[config.mk]
export PLATFORM = sky130hd
export DESIGN_NAME = cheb_sum_ctrl
export DESIGN_NICKNAME = d
export VERILOG_FILES = /design/src/rtl/cheb_pkg.sv /design/src/rtl/cheb_sum_ctrl.sv
export SDC_FILE = /design/constraint.sdc
export NUM_CORES = 1
export LEC_CHECK = 0
export ABC_AREA = 1
export BUFFER_PORTS_ARGS = -buffer_cell sky130_fd_sc_hd__buf_2
export CAP_MARGIN = 20
export CORE_MARGIN = 3
export CORE_UTILIZATION = 53
export CTS_CLUSTER_SIZE = 20
export DETAILED_ROUTE_END_ITERATION = 10
export PLACE_DENSITY = 0.81
export SYNTH_ARGS = -nofsm -noshare
export SYNTH_HDL_FRONTEND = slang
export SYNTH_SLANG_ARGS = --single-unit
[constraint.sdc]
create_clock -name clock -period 3 [get_ports clock]
set_input_delay 0.9 -clock clock [delete_from_list [all_inputs] [get_ports clock]]
set_output_delay 0.9 -clock clock [all_outputs]
set_load 0.02 [all_outputs]
[src/rtl/cheb_pkg.sv]
// cheb_pkg: shared FSM state encoding and ceil-log2 helper for the Chebyshev sum sequencer.
package cheb_pkg;

    typedef enum logic [2:0] {
        IDLE   = 3'd0,
        ACCEPT = 3'd1,
        WAIT1  = 3'd2,
        WAIT2  = 3'd3,
        FINISH = 3'd4
    } state_t;

    function automatic int clog2(input int v);
        int r;
        r = 0;
        for (int i = 0; i < 31; i++)
            if ((1 << i) < v) r = i + 1;
        return r;
    endfunction

endpackage

[src/rtl/cheb_sum_ctrl.sv]
// cheb_sum_ctrl: sequences DEGREE+1 signed terms through a shared registered adder
// and publishes the accumulated sum with a one-cycle done pulse.
module cheb_sum_ctrl
    import cheb_pkg::*;
#(
    parameter  int DEGREE   = 3,
    parameter  int WL_TERM  = 16,
    localparam int WIDENING = (clog2(DEGREE + 1) < 1) ? 1 : clog2(DEGREE + 1),
    localparam int WL_ACC   = WL_TERM + WIDENING
) (
    input  logic              clock,
    input  logic              reset,
    input  logic              start,
    input  logic              term_valid,
    input  logic [WL_TERM-1:0] term_data,
    output logic              term_ready,
    output logic [WL_ACC-1:0] add_a,
    output logic [WL_ACC-1:0] add_b,
    input  logic [WL_ACC-1:0] add_sum,
    output logic              busy,
    output logic              done,
    output logic [WL_ACC-1:0] sum
);

    localparam int CW = clog2(DEGREE + 2);

    state_t            state, state_next;
    logic [WL_ACC-1:0] acc;
    logic [CW-1:0]     cnt;
    logic              hs;

    always_comb begin
        state_next = state;
        term_ready = (state == ACCEPT);
        hs         = term_valid && term_ready;
        case (state)
            IDLE:    state_next = start ? ACCEPT : IDLE;
            ACCEPT:  state_next = hs ? WAIT1 : ACCEPT;
            WAIT1:   state_next = WAIT2;
            WAIT2:   state_next = (cnt == CW'(DEGREE + 1)) ? FINISH : ACCEPT;
            FINISH:  state_next = IDLE;
            default: state_next = IDLE;
        endcase
    end

    // done is registered together with sum so the result is stable while done is high
    always_ff @(posedge clock) begin
        if (reset) begin
            state <= IDLE;
            acc   <= '0;
            cnt   <= '0;
            add_a <= '0;
            add_b <= '0;
            sum   <= '0;
            busy  <= 1'b0;
            done  <= 1'b0;
        end else begin
            state <= state_next;
            done  <= (state == FINISH);
            case (state)
                IDLE: if (start) begin
                    acc  <= '0;
                    cnt  <= '0;
                    busy <= 1'b1;
                end
                ACCEPT: if (hs) begin
                    add_a <= acc;
                    add_b <= {{WIDENING{term_data[WL_TERM-1]}}, term_data};
                    cnt   <= cnt + CW'(1);
                end
                WAIT2:  acc <= add_sum;
                FINISH: begin
                    sum  <= acc;
                    busy <= 1'b0;
                end
                default: ;
            endcase
        end
    end

endmodule

==> summary.md <==
| Metric | Value |
|---|---|
| Outcome | `completed` |
| Die ar. | `6150 um^2` |
| Flop and latch count out of synthesis | `78` |
| Seq/Total Area, Yosys | `56.2%` |
| Largest cells by area after synthesis | `dfxtp_1 56%, nor2_1 12%, o21ai_0 6.3%, nand2_1 4.5%, o22ai_1 4.1%` |
| H-tree levels | `3` |
| GRT overflow | `0` |
| DR vias/cell | `4.92` |
| Distinct cells, synth | `19` |
| Switching part of the total | `26.6%` |
| Max VDD drop | `0.375 mV` |
| Clock network power share | `34.2%` |
| Minimum clock period | `2.15 ns` |
| Crit-path cells | `nand3_1 > inv_1 > buf_2` |
| Buffers on Ports | `94` |
| First-pass GRT wire length | `10,300 um` |
| Max frequency | `0.465 GHz` |
| Core Footprint | `4880 um^2` |
| # rows | `25` |
| Post CTS Setup Buffer Count | `0` |
| Design Area, Final | `3400 um^2` |
| Final setup fails | `0` |
| Worst-path clk slew | `0.07 ns` |
| CTS Buffer Depth | `2` |
| Final Skew | `0.00530 ns` |
| Die W | `78.4 um` |
| Routability Congestion | `0.776` |
| Worst setup SP type | `flip-flop` |
| Synth area leader | `dfxtp_1` |
| R2r setup slk | `1.52 ns` |
| Worst Hold Class | `reg2reg` |
| Routed WL | `6260 um` |
| Diodes inserted | `0` |
| Period Utilization, post-route | `71.7%` |
| Cell Area, Synth | `2780 um^2` |
| Top-area cell type share of the netlist area | `56.2%` |
| Post-CTS Resized | `0` |
| FILL cells | `422` |
| I/O pins | `95` |
| NetSw | `0.546 mW` |
| Initial antenna violation count | `0` |
| Number of hold buffers added after cts | `0` |
| Int Pwr | `1.50 mW` |
| First DRT Iteration DRCs | `140` |
| Clock sinks | `78` |
| CP Class | `reg2out` |
| Drt pass-1 iters | `4` |
| End-of-flow core utilization | `69.7%` |
| Via count | `2,461` |
| Worst path top cell family by delay | `flip-flops` |
| Reg2Reg Depth | `4` |
| Worst Hold Depth | `2` |
| Root Buffer Master | `clkbuf_8` |
| Power share of the combinational group | `12.2%` |
| Leakage | `1.63 nW` |
| Req. time, crit path | `2.10 ns` |
| Vias in the first global route | `2,393` |
| Slew HR | `60.1%` |
| Residual DRC | `0` |
| CP max stage delay | `0.48 ns` |
| Pwr dens | `603 nW/um^2` |
| RSZ-0062 raised after global routing | `false` |
| Largest net degree at the start of global routing | `40` |
| Hold Fails Final Rpt | `0` |
| Worst hold slack | `0.474 ns` |
| Synth-to-Final Area Change | `22.4%` |
| Gr usage total | `21.0%` |
| Syn Nets | `380` |
| Layout cells sized above 1 | `28.2%` |
| Antenna Nets Post-Route | `0` |
| Clk_lat worst skew | `0.34 ns` |
| CTS tree | `yes` |
| Layout Nets | `469` |
| Worst path bufs/invs | `2` |
| Worst Hold End | `sum[17]$_SDFFE_PP0P_` |
| Total of max-cap violations | `0` |
| Routed WL per cell | `12.5 um` |
| Cells after Synth | `340` |
| Die height | `78.4 um` |
| Reg2reg start | `state[0]$_SDFF_PP0_` |
| Slew @ Worst Pin | `0.597 ns` |
| Placement Cell Area | `3220 um^2` |
| Max Slew Vio Count | `0` |
| Starting density of the core | `56.9%` |
| Detailed Place HPWL | `4300 um` |
| Crit Path Max Fanout | `6` |
| Tot Pwr | `2.05 mW` |
| Setup crit end kind | `output pin` |
| Reg power frac | `53.6%` |
| Hold Crit Start | `acc[17]$_SDFFE_PP0P_` |
| Syn. warnings | `0` |
| Post-Route Setup TNS | `0 ns` |
| Worst EP arrival | `1.25 ns` |
| Mean cell area of the mapped netlist | `8.17 um^2` |
| CTS Buf Count | `9` |
| R2r endpoint | `cnt[1]$_SDFFE_PP0P_` |
| CP max-delay cell | `dfxtp_1` |
[kinds of logic (layout without fill, tap and decap cells)]
kind of cell    after synthesis  after routing  synth area share (%)
simple gates                135            135                  19.6
fa+ha+maj                     2              2                 0.901
flops                        78             78                  56.2
compound gates               76             76                  14.5
buf+inv                      49            142                  8.74
[cell usage after synthesis, drive strengths merged]
cell type	instances
a21oi	22
buf	14
clkbuf	5
dfxtp	78
ha	2
inv	30
nand2	36
nand3	6
nand4	1
nor2	92
o21ai	36
o22ai	18
[per-layer routing]
layer | up-vias | GRT usage [%] | part of all wire, %
li1 | 1264 | - | -
met1 | 1112 | 23.6 | 43
met2 | 76 | 36.7 | 49
met3 | 9 | 5.96 | 6.8
met4 | 0 | 9.97 | 1.6
met5 | - | 0 | 0
[power groups by stage]
stage	combinational (mW)	sequential (mW)	clock [mW]
2_1_floorplan	0.131	1.17	0
3_3_place_gp	0.248	1.12	0
3_5_place_dp	0.253	1.12	0
4_1_cts	0.254	1.10	0.709
5_1_grt	0.281	1.10	0.750
6_report	0.251	1.10	0.700
[registers in the layout (all words and copies together) (netlist names)]
signal	cells
acc	18
add_a	18
sum	18
add_b	16
cnt	3
state	3
busy	1
done	1
[worst min-delay path: cells and delay by family (launching register included)]
| kind | cells | cell delay (ns) |
|---|---|---|
| DFF | 1 | 0.33 |
| and+or+nand+nor | 2 | 0.10 |
[per-stage QoR]
step | setup WS, ns | cells
floorplan | 1.37 | 340
global placement | 0.886 | 485
detailed placement | 0.816 | 485
global route | 0.751 | 500
finish | 0.848 | 500
CTS | 0.844 | 500
[final cells by class]
type / instances / area, um^2 / share of cell area [%]
clock inverter: 3 / 20.0 / 0.589
sequential: 78 / 1560 / 45.9
tap: 67 / 83.8 / 2.47
timing repair buffer: 97 / 493 / 14.5
multi-input combinational: 213 / 973 / 28.6
inverter: 30 / 113 / 3.31
clock buffer: 12 / 155 / 4.56
[placed cells by master (no fill, tap or decap)]
cell type | synthesis | routed
buf_2 | 5 | 94
nor2_1 | 90 | 90
dfxtp_1 | 78 | 78
o21ai_0 | 35 | 35
nand2_1 | 33 | 33
inv_1 | 27 | 27
a21oi_1 | 22 | 22
o22ai_1 | 18 | 18
clkbuf_8 | 0 | 11
nand3_1 | 4 | 4
inv_2 | 3 | 3
nand2_2 | 3 | 3
buf_4 | 4 | 3
nor2_2 | 2 | 2
nand3_2 | 2 | 2
ha_1 | 2 | 2
clkinvlp_4 | 0 | 2
nand4_2 | 1 | 1
o21ai_1 | 1 | 1
clkbuf_1 | 5 | 1
clkinv_2 | 0 | 1
[how the worst max path moves through the flow]
| stage | slack, ns | endpoint | depth (start not counted) | startpoint |
|---|---|---|---|---|
| 2_1_floorplan | 1.37 | add_a[10]$_SDFFE_PP0P_ | 5 | reset |
| 3_3_place_gp | 0.89 | acc[0]$_SDFFE_PP0P_ | 4 | reset |
| 3_5_place_dp | 0.82 | acc[5]$_SDFFE_PP0P_ | 4 | reset |
| 4_1_cts | 0.84 | term_ready | 3 | state[0]$_SDFF_PP0_ |
| 5_1_grt | 0.75 | term_ready | 3 | state[0]$_SDFF_PP0_ |
| 6_report | 0.85 | term_ready | 3 | state[0]$_SDFF_PP0_ |
Note: power is estimated with default switching activity, not from simulation.
